`config.mk`:
```
export PLATFORM = sky130hd
export DESIGN_NAME = mem_bus_arbiter
export DESIGN_NICKNAME = d
export VERILOG_FILES = /design/src/rtl/mem_bus_arbiter.sv
export SDC_FILE = /design/constraint.sdc
export NUM_CORES = 1
export LEC_CHECK = 0
export BUFFER_PORTS_ARGS = -buffer_cell sky130_fd_sc_hd__buf_2
export CELL_PAD_IN_SITES_DETAIL_PLACEMENT = 2
export CELL_PAD_IN_SITES_GLOBAL_PLACEMENT = 2
export CORE_MARGIN = 3
export CORE_UTILIZATION = 28
export CTS_CLUSTER_SIZE = 10
export DETAILED_ROUTE_END_ITERATION = 10
export PLACE_DENSITY_LB_ADDON = 0.1
export SLEW_MARGIN = 10
export SYNTH_ARGS = -nofsm -noshare
export SYNTH_HDL_FRONTEND = slang
export SYNTH_SLANG_ARGS = --single-unit
```
`constraint.sdc`:
```
create_clock -name clk -period 4.69 [get_ports clk]
set_clock_uncertainty 0.15 [all_clocks]
set_input_delay 0.938 -clock clk [delete_from_list [all_inputs] [get_ports clk]]
set_output_delay 0.938 -clock clk [all_outputs]
set_load 0.05 [all_outputs]
```
`src/rtl/mem_bus_arbiter.sv`:
```
// mem_bus_arbiter: round-robin arbiter and sequencer for the shared 8-bit
// memory/peripheral bus (RAM, UART).
// Two masters request transfers. The winner's fields are latched at grant.
// The bus is driven for 1 + WAIT_STATES ACCESS cycles, then a one-cycle ack is
// returned in ACK. The bus is idle (IDLE_SEL selected, oe/we low) outside ACCESS.
// Ports:
//   clk, rst                 clock, synchronous active-high reset
//   mX_req/sel/addr/we/wdata master X request and transfer fields
//   mX_ack, mX_rdata         master X completion pulse and read data
//   bus_device_select/addr/we/oe/wdata  shared bus outputs
//   bus_rdata                shared device read data
//   busy, owner              transfer in progress, and its latched grant index
module mem_bus_arbiter #(
  parameter int unsigned WAIT_STATES = 0,
  parameter logic [2:0]  IDLE_SEL    = 3'b000
) (
  input  logic        clk,
  input  logic        rst,
  input  logic        m0_req,
  input  logic [2:0]  m0_sel,
  input  logic [15:0] m0_addr,
  input  logic        m0_we,
  input  logic [7:0]  m0_wdata,
  output logic        m0_ack,
  output logic [7:0]  m0_rdata,
  input  logic        m1_req,
  input  logic [2:0]  m1_sel,
  input  logic [15:0] m1_addr,
  input  logic        m1_we,
  input  logic [7:0]  m1_wdata,
  output logic        m1_ack,
  output logic [7:0]  m1_rdata,
  output logic [2:0]  bus_device_select,
  output logic [15:0] bus_addr,
  output logic        bus_we,
  output logic        bus_oe,
  output logic [7:0]  bus_wdata,
  input  logic [7:0]  bus_rdata,
  output logic        busy,
  output logic        owner
);

  typedef enum logic [1:0] {IDLE, ACCESS, ACK} state_t;

  localparam logic [3:0] WAIT_INIT = 4'(WAIT_STATES);

  state_t      state;
  logic        rr_last;
  logic [3:0]  wait_cnt;
  logic [15:0] addr_l;
  logic        we_l;
  logic [7:0]  wdata_l;

  logic        grant_valid;
  logic        grant_idx;
  logic [2:0]  g_sel;
  logic [15:0] g_addr;
  logic        g_we;
  logic [7:0]  g_wdata;

  // On a tie the master that was not granted last wins; a lone request always wins.
  always_comb begin
    grant_valid = m0_req | m1_req;
    grant_idx   = m1_req & (~m0_req | ~rr_last);
    g_sel       = grant_idx ? m1_sel   : m0_sel;
    g_addr      = grant_idx ? m1_addr  : m0_addr;
    g_we        = grant_idx ? m1_we    : m0_we;
    g_wdata     = grant_idx ? m1_wdata : m0_wdata;
  end

  // Address and write data follow the latched fields. Devices ignore them
  // unless selected, and select/oe/we are only active in ACCESS.
  assign bus_addr  = addr_l;
  assign bus_wdata = wdata_l;

  always_ff @(posedge clk) begin
    if (rst) begin
      state             <= IDLE;
      owner             <= 1'b0;
      rr_last           <= 1'b1;
      wait_cnt          <= '0;
      addr_l            <= '0;
      we_l              <= 1'b0;
      wdata_l           <= '0;
      m0_rdata          <= '0;
      m1_rdata          <= '0;
      m0_ack            <= 1'b0;
      m1_ack            <= 1'b0;
      busy              <= 1'b0;
      bus_device_select <= IDLE_SEL;
      bus_oe            <= 1'b0;
      bus_we            <= 1'b0;
    end else begin
      m0_ack <= 1'b0;
      m1_ack <= 1'b0;
      case (state)
        IDLE: begin
          if (grant_valid) begin
            owner             <= grant_idx;
            rr_last           <= grant_idx;
            addr_l            <= g_addr;
            we_l              <= g_we;
            wdata_l           <= g_wdata;
            wait_cnt          <= WAIT_INIT;
            busy              <= 1'b1;
            bus_device_select <= g_sel;
            bus_oe            <= ~g_we;
            bus_we            <= g_we;
            state             <= ACCESS;
          end
        end
        ACCESS: begin
          if (wait_cnt != 4'd0) begin
            wait_cnt <= wait_cnt - 4'd1;
          end else begin
            // Final ACCESS edge: the device commits a write, or read data is
            // captured into the owner's rdata register.
            state             <= ACK;
            bus_device_select <= IDLE_SEL;
            bus_oe            <= 1'b0;
            bus_we            <= 1'b0;
            if (owner) begin
              m1_ack <= 1'b1;
              if (!we_l) m1_rdata <= bus_rdata;
            end else begin
              m0_ack <= 1'b1;
              if (!we_l) m0_rdata <= bus_rdata;
            end
          end
        end
        ACK: begin
          busy  <= 1'b0;
          state <= IDLE;
        end
        default: state <= IDLE;
      endcase
    end
  end

endmodule

```
# Yosys cells after proc, flatten, opt, wreduce, memory -nomap -nowiden
# Index checks and enable logic that the tools add are counted.
# op_classes
n_eq_ne	5
div_mod_pow	0
n_mux	22
addsub	1
n_shift	0
n_reduce_logical	12
order_cmp	0
bitwise_logic	10
multipliers	0
# op_table
cell	n
2-to-1 mux 16 bit	1
2-to-1 mux 3 bit	3
2-to-1 mux 4 bit	2
2-to-1 mux 8 bit	1
case mux 4 bit (2 select lines)	1
AND reduction 4 bit	2
2-to-1 mux 1 bit	7
NOT 1 bit	7
!= test 2 bit, second input constant	3
case mux 1 bit (2 select lines)	3
case mux 3 bit (2 select lines)	1
AND reduction 2 bit	3
AND reduction 3 bit	2
2-to-1 mux 2 bit	2
case mux 2 bit (2 select lines)	1
nonzero test 2 bit	2
nonzero test 4 bit	1
subtractor 4 x 1 -> 4 bit, second input constant	1
OR reduction 3 bit	1
== test 2 x 1 -> 1 bit, second input constant	1
== test 2 bit, second input constant	1
zero test 2 bit	1
OR 1 bit	2
bitwise AND 1 bit	1
# totals
memories	0
regBits	57
mem_bits_rw	0
word_cells	65
latch_bits	0
inputBits	68
mem_bits_ro	0

# Logic depth before layout (Yosys ltp)
# Gate-level depths: netlist (run 1).
# logic_depth
depth_word	7
ltp_mapped	7
depth_no_buf	6

# Worst setup path after synthesis (run 1)
# OpenSTA, ideal clock, no wires.
# synth_path
path_type	input -> register
from	in m1_req
to	reg addr_l[3] (netlist: bus_addr[3])
stages	5
n_path_buf	2
arrival_time_ps	1729
setup_slack_ps	2665
setup_ps	146
t_required_ps	4394
cell_sequence	a21boi_2 buf_6 buf_8 mux2i_1 a211oi_2
# synth_between
elab_chain_cells	2
elab_cells_between_ends	4
cone_classes	1 x mux; 2 x bitwise; 1 x reduce/logical
# synth_rtl
item	line	source
start, declared	26	input logic m1_req,
bitwise AND 1 bit / OR 1 bit (equally long branches)	64, 63	
2-to-1 mux 16 bit / AND reduction 2 bit (equally long branches)	n/a	
end signal, assigned	101	addr_l <= g_addr;
end, declared	50	logic [15:0] addr_l;
# Parallel ways exist; a longest one is shown, timed or not.
# A chain may end at the register's enable or synchronous reset.

# Worst setup path after layout (run 1)
# layout_path
from	reg state[0]
to	reg m1_rdata[3]
# layout_between
elab_chain_cells	2
# layout_rtl
item	line	source
start, declared	47	state_t state;
start signal, assigned	78	state <= IDLE;
start signal, assigned	109	state <= ACCESS;
start signal, assigned	118	state <= ACK;
== test 2 x 1 -> 1 bit	96	case (state)
AND reduction 4 bit (no source line)	n/a	
end signal, assigned	124	if (!we_l) m1_rdata <= bus_rdata;
end, declared	32	output logic [7:0] m1_rdata,
# No other way between the ends.

==> results of run 1 <==
==> per-layer routing <==
layer | GRT usage | part of all wire | wire, um
met2 | 0.2360 | 0.47 | 3311
met4 | 0.05987 | 0.015 | 105
met5 | 0 | 0 | 0
met1 | 0.1699 | 0.41 | 2897
met3 | 0.05420 | 0.10 | 731
==> metrics by stage <==
| stage | util | power (mW) | cell area [sq um] | setup slack, ns | instances |
|---|---|---|---|---|---|
| 6_report | 0.3926 | 1.352 | 3291 | 2.414 | 463 |
| 5_1_grt | 0.3926 | 1.432 | 3291 | 2.170 | 463 |
| 4_1_cts | 0.3926 | 1.379 | 3291 | 2.395 | 463 |
| 3_5_place_dp | 0.3693 | 0.9168 | 3095 | 2.074 | 448 |
| 3_3_place_gp | 0.3693 | 0.9067 | 3095 | 2.112 | 448 |
| 2_1_floorplan | - | 0.8237 | 2471 | 2.665 | 242 |
==> worst paths after layout <==
path,from,endpoint,depth (start not counted)
max,state[0],m1_rdata[3],4
min,bus_we,bus_we,2
max reg2reg,state[0],m1_rdata[3],4
min reg2reg,bus_we,bus_we,2
==> flip-flops by register name, indices dropped and copies added (netlist names) <==
name               cells
m0_rdata               8
bus_device_select      3
bus_wdata              8
busy                   1
rr_last                1
wait_cnt               4
bus_oe                 1
m1_ack                 1
m1_rdata               8
bus_addr              16
owner                  1
m0_ack                 1
state                  2
we_l                   1
bus_we                 1
==> critical path, delay by kind of cell, from the launching register on <==
kind	cells	cell delay, ns
muxes	1	0.33
and+or+nand+nor	3	1.23
DFF	1	0.43
==> cells in the mapped netlist (2+ instances only) <==
master,number,area share
inv_1,2,0.0030
buf_2,3,0.0061
dfxtp_1,57,0.46
clkbuf_1,6,0.0091
buf_8,2,0.012
a211oi_2,19,0.096
nand2_1,10,0.015
buf_6,2,0.0091
mux2_1,3,0.014
mux2i_1,41,0.17
nor2b_1,2,0.0051
nand3_1,6,0.012
nor2_1,48,0.073
a21oi_1,9,0.018
nor3_1,5,0.010
a211oi_1,6,0.018
buf_4,4,0.012
==> cell type report <==
cell class,count,area share
inverter,2,0.002281
multi-input combinational,165,0.3684
sequential,57,0.3468
clock buffer,12,0.04715
clock inverter,3,0.01217
timing repair buffer,119,0.1833
tap,105,0.03992
==> kinds of logic (layout without fill, tap and decap cells) <==
family          Yosys count  after routing  share of synthesized area
simple gates             82             82                     0.1529
flops                    57             57                     0.4618
mux                      44             44                     0.1797
compound gates           37             37                     0.1438
buf+inv                  20            136                    0.05316
fa+ha+maj                 1              1                   0.005062
xor+xnor                  1              1                   0.003545
==> power by group through the flow <==
| stage | Combinational (mW) | Clock (mW) | Sequential [mW] |
|---|---|---|---|
| 2_1_floorplan | 0.140 | 0 | 0.684 |
| 3_3_place_gp | 0.350 | 0 | 0.556 |
| 3_5_place_dp | 0.358 | 0 | 0.559 |
| 4_1_cts | 0.358 | 0.472 | 0.548 |
| 5_1_grt | 0.376 | 0.502 | 0.553 |
| 6_report | 0.350 | 0.456 | 0.547 |
==> summary.txt, run 1 <==
Status
  • Status: finished, final reports clean

Flow run
  • Max Cap Viol: 0

Final layout
  • Nets: ~420
  • Sequential Area: 0.001141 sq mm
  • # diodes: 0
  • Layout area overhead: 33.16%
  • Commonest non-fill, non-tap cells in the layout: buf_2 (116), dfxtp_1 (57), nor2_1 (48), mux2i_1 (41), a211oi_2 (19)
  • Fillcell total: 970
  • Commonest non-fill, non-tap cell in the layout: buf_2
  • Area of the multi-input gates: roughly 0.0012 sq mm
  • Share of layout cells above drive strength 1: 0.4358

Timing
  • WHS: around 0.32 ns
  • Setup TNS: 0 ns
  • Fmax: 0.4394 GHz
  • Tcrit/Tclk final: 0.4852
  • Final setup vio count: 0
  • Crit path time final: ~2.3 ns
  • RSZ-0062 raised after global routing: no
  • Slew @ Worst Pin: roughly 0.66 ns
  • Rel. slew slack: 0.5598
  • Final hold violations: 0
  • Final Max Slew Viols: 0

Route
  • WL final: 7046 um
  • Drt pass-1 iters: 4
  • Vias per cell: approximately 4.7
  • Post-DRT Antenna Nets: 0
  • Initial DRC Count: 53
  • Wirelength per Cell: between 15 and 20 um
  • DRC: 0
  • Via count: 2197

Synth
  • Post-Syn Instances: 242
  • Mapped Nets: between 300 and 400
  • Post-synth EDFFs: 0
  • Synthesized area per cell: between 10 and 15 sq um
  • Synth async-reset ratio: 0
  • Synth unique cells: 34
  • Register bit total from synthesis: 57
  • Yosys warns: 0
  • Post-synthesis sequential area ratio: 0.4618
  • Synth Cell Area: approximately 0.0025 sq mm
  • Primary FF master, synth: dfxtp_1

Clock network
  • Clock Latency Late Sink: 0.32 ns
  • Setup bufs post-CTS: 0
  • Clk sinks: 57
  • CTS buffer count: 9
  • CTS H-Tree Depth: 3
  • Clock tree from TritonCTS: built
  • Clock transition at path regs: around 0.06 ns
  • Cts repair resizes: 0
  • Clock tree buffer depth: 2
  • Root Buffer: clkbuf_8
  • CTS Hold Bufs: 0

Critical path
  • Crit-path cells: nor2b_1, nand4b_1, mux2i_1, nor2_1
  • Crit-path max FO: 8
  • R2r setup slk: ~2.4 ns
  • Kind of end point of the critical path: flop
  • Critical Path RT: approximately 4.7 ns
  • Slowest cell on the critical path: nand4b_1
  • CP peak stage delay: just over 0.6 ns
  • WS Path Type: flop to flop
  • Critical Path Start Type: flop
  • CP arrival: around 2.3 ns

Global routing
  • Initial antenna violation count: 0
  • GRT Total Usage: 0.1444
  • Global-route wire length before repair: around 11000 um
  • Vias in the first global route: ~2.3k
  • Largest net degree at the start of global routing: between 50 and 60
  • GRT overflow: 0

Power and ir drop
  • Largest vdd supply drop: around 140 uV
  • Clock share of power: 0.337
  • Seq pwr share: 0.404
  • Comb power frac: 0.259
  • Leak pwr: ~1.6 nW
  • Int Power: about 0.9 mW
  • Sw Ratio: 0.3351
  • PwrDens: 411.0 mW/mm^2
  • P_sw: between 0.4 and 0.5 mW

Floorplan
  • Std-Cell Rows: 33
  • I/O pins: 117
  • Die X: between 90 and 100 um
  • Core area: ~0.0084 sq mm
  • Starting Density: 0.2948
  • Die ar.: around 0.01 sq mm
  • Die height: 99.95 um

Worst hold path
  • Worst hold path class: flop to flop

Placement
  • Port Buf Inserts: 116
  • DP Wirelength: roughly 5400 um
  • Placer congestion estimate: approximately 0.7
Note: power is estimated with default switching activity, not from simulation.
==> inputs of run 2 (changes only) <==
Settings changed: ABC_AREA set to 1, CORE_UTILIZATION 28 to 24.
Clock period 4.69 ns to 2.23 ns, I/O delays scaled along.
==> summary.txt, run 2 <==
Status
  • Status: finished, final reports clean

Final layout
  • Commonest non-fill, non-tap cell in the layout: nand2_1
  • # diodes: 0 (unchanged)
  • Commonest non-fill, non-tap cells in the layout: nand2_1 (164), buf_2 (116), dfxtp_1 (57), nand3_1 (51), nor2_1 (39)
  • Fillcell total: 1326 (+37%)
  • Layout area overhead: 33.32%
  • Max reg flops: 16 (unchanged)
  • Sequential Area: 0.001141 sq mm (unchanged)
  • Fin cells: 635 (+37%)
  • Share of layout cells above drive strength 1: 0.3066 (-0.1291)
  • Area of the multi-input gates: 0.001254 sq mm (+3.4%)
  • Nets: 563 (+33%)

Global routing
  • GRT Total Usage: 0.1480 (+0.003586)
  • Vias in the first global route: 2937 (+28%)
  • GRT Max-Usage Layer: met2
  • GRT overflow: 0 (unchanged)
  • Global-route wire length before repair: 13860 um (+22%)
  • Met3 global-route usage: 0.04698 (-0.007228)
  • Met1 Track Usage GR: 0.1695 (-0.0004571)
  • Largest net degree at the start of global routing: 43 (-19%)
  • Initial antenna violation count: 0 (unchanged)
  • Met2 usage: 0.2589 (+0.02292)

Clock network
  • CTS H-Tree Depth: 3 (unchanged)
  • Clock tree from TritonCTS: built
  • Clock tree buffer depth: 2 (unchanged)
  • CTS Hold Bufs: 0 (unchanged)
  • Cts repair resizes: 0 (unchanged)
  • Clock transition at path regs: 0.07 ns (about the same)
  • Clk sinks: 57 (unchanged)
  • CTS buffer count: 9 (unchanged)
  • Clock Latency Late Sink: 0.33 ns (about the same)
  • Root Buffer: clkbuf_8
  • Setup bufs post-CTS: 0 (unchanged)

Timing
  • Setup TNS: 0 ns (unchanged)
  • Final Max Slew Viols: 0 (unchanged)
  • RSZ-0062 raised after global routing: no
  • Crit path time final: 1.781 ns (-0.4942 ns)
  • Fmax: 0.5613 GHz (+28%)
  • Final hold violations: 0 (unchanged)
  • Tcrit/Tclk final: 0.7989 (+0.3136)
  • Final setup vio count: 0 (unchanged)
  • Slew @ Worst Pin: 0.5052 ns (-0.1552 ns)
  • Rel. slew slack: 0.6632 (+0.1034)

Synth
  • Synthesized area per cell: 6.789 sq um (-34%)
  • Post-Syn Instances: 380 (+57%)
  • Yosys warns: 0 (unchanged)
  • Top-count cell post-synth: nand2_1
  • Synth Cell Area: 0.002580 sq mm (+4.4%)
  • Commonest cells post-synth: nand2_1 (164), dfxtp_1 (57), nand3_1 (51)
  • Synth unique cells: 26 (-24%)
  • Post-synth EDFFs: 0 (unchanged)
  • Mapped Nets: 449 (+44%)
  • Primary FF master, synth: dfxtp_1
  • Area leader, netlist: dfxtp_1
  • Synth async-reset ratio: 0 (unchanged)
  • Top cell type's share of synthesized area: 0.4423 (-0.01948)
  • Post-synthesis sequential area ratio: 0.4423 (-0.01948)
  • Largest cells by area after synthesis: dfxtp_1 (44%), nand2_1 (24%), nand3_1 (9.9%)
  • Register bit total from synthesis: 57 (unchanged)

Route
  • Vias per cell: 4.433 (-6.6%)
  • DRC: 0 (unchanged)
  • Post-DRT Antenna Nets: 0 (unchanged)
  • Wirelength per Cell: 13.67 um (-10%)
  • Via count: 2815 (+28%)
  • Initial DRC Count: 42 (-21%)
  • Drt pass-1 iters: 4 (unchanged)
  • WL final: 8682 um (+23%)

Power and ir drop
  • Largest vdd supply drop: 283.3 uV (+100%)
  • PwrDens: 1033 mW/mm^2 (+150%)
  • Leak pwr: 1.905 nW (+17%)

Flow run
  • Max Cap Viol: 0 (unchanged)

Placement
  • Placer congestion estimate: 0.7310 (+2.2%)
  • Cell Count Post-Placement: 619 (+38%)
  • Port Buf Inserts: 116 (unchanged)
  • DP Wirelength: 6385 um (+18%)

Critical path
  • R2R Path End: bus_oe
  • FF-to-FF path depth: 7 (+3)
  • Critical Path Start Type: flop
  • CP arrival: 1.84 ns (-0.47 ns)
  • WS Path Type: flop to flop
  • Crit-path max FO: 17 (+9)
  • Kind of end point of the critical path: flop
  • R2r setup slk: 0.45 ns (-1.97 ns)
  • Critical Path RT: 2.29 ns (-2.43 ns)
  • R2R Path Start: wait_cnt[0]

Floorplan
  • Core area: 0.01037 sq mm (+24%)
  • Starting Density: 0.2488 (-0.04603)
  • Die ar.: 0.01203 sq mm (+20%)
  • Die height: 109.7 um (+9.7%)
  • Std-Cell Rows: 37 (+12%)
  • I/O pins: 117 (unchanged)
  • Die X: 109.7 um (+9.7%)

Worst hold path
  • Hold path startpoint: m1_addr[15]
  • Worst hold path class: input port to flop
  • Hold Crit Depth: 5 (+3)
  • Hold EP: bus_addr[15]
-- run 2: cell count changes after synthesis, sizes merged, moves of 5 or more --
cell / previous run / this run
nand2: 10 / 166
nand3: 7 / 52
mux2i: 41 / 0
a211oi: 25 / 0
inv: 2 / 21
a21oi: 9 / 4
clkbuf: 6 / 1
-- run 2: area by class of cell --
class,count,share of cell area
Inverter,22,0.02401
Clock inverter,5,0.008730
Timing Repair Buffer,120,0.1775
Clock buffer,11,0.04402
Sequential cell,57,0.3318
Tap cell,136,0.04947
Multi-Input combinational cell,284,0.3645
-- run 2: kinds of logic after synthesis --
family                   count (synthesis)  share of synthesized area
buffers and inverters                   39                    0.07177
flip-flops                              57                     0.4423
adder cells (fa/ha/maj)                  1                   0.004849
AND/OR/NAND/NOR                        271                     0.4544
AO/OA/AOI/OAI                           12                    0.02667
-- run 2: critical path, stage by stage (launching register included) --
cell     delay [ns]
dfxtp_1        0.33
inv_1          0.08
ha_1           0.25
nand2_1        0.14
nor2_4         0.33
nor2_1         0.18
nand3_1        0.11
o21ai_0        0.08
-- run 2: where the power goes --
part           leakage [nW]  internal (mW)  total, mW  switching [mW]
Clock                0.0911          0.458      0.901           0.443
Sequential            0.468           1.19       1.29           0.101
Combinational          1.35          0.341       1.36            1.02
-- run 2: worst max path at each step --
stage	start	to
after global routing	wait_cnt[0]	bus_device_select[2]
after floorplan	owner	m1_rdata[0]
after global placement	m1_req	bus_oe
final	wait_cnt[0]	bus_oe
after CTS	wait_cnt[0]	bus_oe
after detailed placement	m1_req	bus_oe
-- run 2: metrics by stage --
step                utilization  area [sq um]  setup slack, ns  total power, mW  hold WS, ns
floorplan                     -          2580           0.6631            2.337       0.2917
global placement         0.3142          3258           0.4717            2.666       0.2815
detailed placement       0.3142          3258           0.4490            2.698       0.2882
CTS                      0.3317          3440           0.4247            3.624       0.2579
global route             0.3317          3440           0.2231            3.800       0.2891
finish                   0.3317          3440           0.4486            3.553       0.2617
-- run 2: per-layer routing --
| metal | up-vias | wire length, um |
|---|---|---|
| li1 | 1415 | - |
| met5 | - | 0 |
| met3 | 9 | 667 |
| met2 | 76 | 4273 |
| met4 | 0 | 87 |
| met1 | 1315 | 3653 |
==> inputs of run 3 (changes only) <==
Settings changed: CORE_UTILIZATION 24 to 21.
Clock period 2.23 ns to 1.6 ns, I/O delays scaled along.
==> summary.txt, run 3 (synthesis gave the netlist of run 2 again) <==
Status
  • Status: finished, final reports clean

Global routing
  • Global-route wire length before repair: 14840 um (+7.1%)
  • GRT Total Usage: 0.1403 (-0.007642)
  • Met3 global-route usage: 0.04165 (-0.005331)
  • GRT overflow: 0 (unchanged)
  • Vias in the first global route: 3020 (+2.8%)
  • Largest net degree at the start of global routing: 53 (+23%)
  • GRT Max-Usage Layer: met2
  • Initial antenna violation count: 0 (unchanged)
  • Met2 usage: 0.2351 (-0.02382)
  • Met1 Track Usage GR: 0.1737 (+0.004244)

Route
  • WL final: 9260 um (+6.7%)
  • Wirelength per Cell: 14.22 um (+4.0%)
  • Drt pass-1 iters: 4 (unchanged)
  • Initial DRC Count: 85 (+100%)
  • DRC: 0 (unchanged)
  • Vias per cell: 4.447 (+0.31%)
  • Post-DRT Antenna Nets: 0 (unchanged)
  • Via count: 2895 (+2.8%)

Timing
  • Fmax: between 0.6 and 0.7 GHz
  • Crit path time final: between 1 and 1.5 ns
  • Final hold violations: 0 (unchanged)
  • Slew @ Worst Pin: 0.3642 ns (-0.1410 ns)
  • Setup slack after layout: 0.1054 ns (-0.3432 ns)
  • RSZ-0062 raised after global routing: no
  • Final Max Slew Viols: 0 (unchanged)
  • Final setup vio count: 0 (unchanged)
  • Rel. slew slack: 0.7556 (+0.09239)
  • Tcrit/Tclk final: 0.9342

Final layout
  • Nets: 572 (+1.6%)
  • Layout area overhead: 43.16%
  • Share of layout cells above drive strength 1: 0.3248 (+0.01819)
  • Commonest non-fill, non-tap cell in the layout: nand2_1
  • Max reg flops: 16 (unchanged)
  • # diodes: 0 (unchanged)
  • Commonest non-fill, non-tap cells in the layout: nand2_1 (162), buf_2 (116), dfxtp_1 (57), nand3_1 (51), nor2_1 (38)

Clock network
  • CTS H-Tree Depth: 3 (unchanged)
  • Clock tree from TritonCTS: built
  • CTS buffer count: 9 (unchanged)
  • Root Buffer: clkbuf_16
  • Clock tree buffer depth: 2 (unchanged)
  • CTS Hold Bufs: 0 (unchanged)
  • Clock Latency Late Sink: 0.33 ns (about the same)
  • Clock transition at path regs: 0.05 ns (-0.02 ns)
  • Clk sinks: 57 (unchanged)

Placement
  • Placement Setup Slack: -0.0002319 ns (-0.4492 ns)
  • DP Wirelength: 6981 um (+9.3%)
  • Port Buf Inserts: 116 (unchanged)
  • Placer congestion estimate: 0.6920 (-5.3%)

Critical path
  • Crit-path max FO: 4 (-13)
  • Kind of end point of the critical path: output port
  • R2R Path Start: state[0]
  • CP arrival: 1.02 ns (-0.82 ns)
  • R2R Path End: owner
  • Slowest cell on the critical path: dfxtp_1
  • WS Path Type: flop to output port
  • CP peak stage delay: 0.40 ns (+0.07 ns)
  • Crit-path leading delay family: flip-flops
  • FF-to-FF path depth: 6 (-1)
  • Critical Path Start Type: flop
  • Crit-path cells: buf_2
  • Critical Path RT: 1.13 ns (-1.16 ns)
  • R2r setup slk: 0.11 ns (-0.34 ns)
  • CP bufs+invs: 1 (unchanged)

Floorplan
  • Starting Density: 0.2203 (-0.02849)
  • I/O pins: 117 (unchanged)
  • Core area: 0.01171 sq mm (+13%)
  • Die height: 116.8 um (+6.5%)
  • Die X: 116.8 um (+6.5%)
  • Std-Cell Rows: 39 (+5.4%)
  • Die ar.: 0.01365 sq mm (+13%)

Worst hold path
  • Hold Crit Depth: 5 (unchanged)
  • Worst hold path class: input port to flop
  • Hold EP: bus_wdata[2]
  • Hold path startpoint: m1_wdata[2]

Power and ir drop
  • Largest vdd supply drop: 471.3 uV (+66%)
  • Leak pwr: 2.013 nW (+5.7%)
  • PwrDens: 1570 mW/mm^2 (+52%)
  • Total power: 5.798 mW (+63%)

Flow run
  • Max Cap Viol: 0 (unchanged)
run 3: changes by cell type in the layout (fill, tap and decap cells not counted), sizes merged:
cell    previous run  this run
buf              120       129
clkinv             4         3
bufinv             0         1
run 3: repair_timing:
| item | 4_1_cts | 5_1_grt |
|---|---|---|
| endpoints found under the setup margin | 2 | 25 |
| gates resized for setup | 1 | 7 |
| setup buffers | 0 | 0 |
| endpoints found under the hold margin | 0 | 0 |
| cloned | 0 | 0 |
| pin swaps | 0 | 1 |
run 3: how the worst max path moves through the flow:
stage | start | slack (ns) | depth (start not counted) | end
finish | owner | 0.11 | 1 | owner
floorplan | owner | 0.03 | 6 | m1_rdata[0]
CTS | wait_cnt[0] | 0.01 | 8 | bus_device_select[2]
global placement | m0_req | 0.08 | 9 | bus_we
detailed placement | wait_cnt[0] | -0.0002 | 8 | bus_device_select[2]
global route | wait_cnt[0] | 0.01 | 8 | m0_rdata[0]
run 3: per-layer routing:
metal	wire length [um]	part of all wire
met1	4175	0.45
met2	4496	0.49
met3	479	0.052
met4	109	0.012
met5	0	0
run 3: stage by stage:
stage	cells	hold slack, ns	setup TNS (ns)	utilization	cell area [sq um]
2_1_floorplan	380	0.2917	0	-	2580
3_3_place_gp	635	0.2832	0	0.2869	3359
3_5_place_dp	635	0.2951	-0.0002319	0.2869	3359
4_1_cts	651	0.1315	0	0.3125	3660
5_1_grt	651	0.1441	0	0.3154	3694
6_report	651	0.1435	0	0.3154	3694
run 3: area by class of cell:
class,count,area [sq um]
clock buffer,11,242.7
multi-input combinational,284,1286
tap,143,178.9
clock inverter,5,55.05
timing repair buffer,129,706.9
fill,1444,8018
sequential,57,1141
inverter,22,82.58
run 3: report_power, final:
| group | leakage [nW] | internal, mW | switching [mW] |
|---|---|---|---|
| sequential | 0.468 | 1.66 | 0.141 |
| clock | 0.142 | 1.24 | 0.686 |
| combinational | 1.40 | 0.584 | 1.49 |
| total | 2.01 | 3.48 | 2.32 |
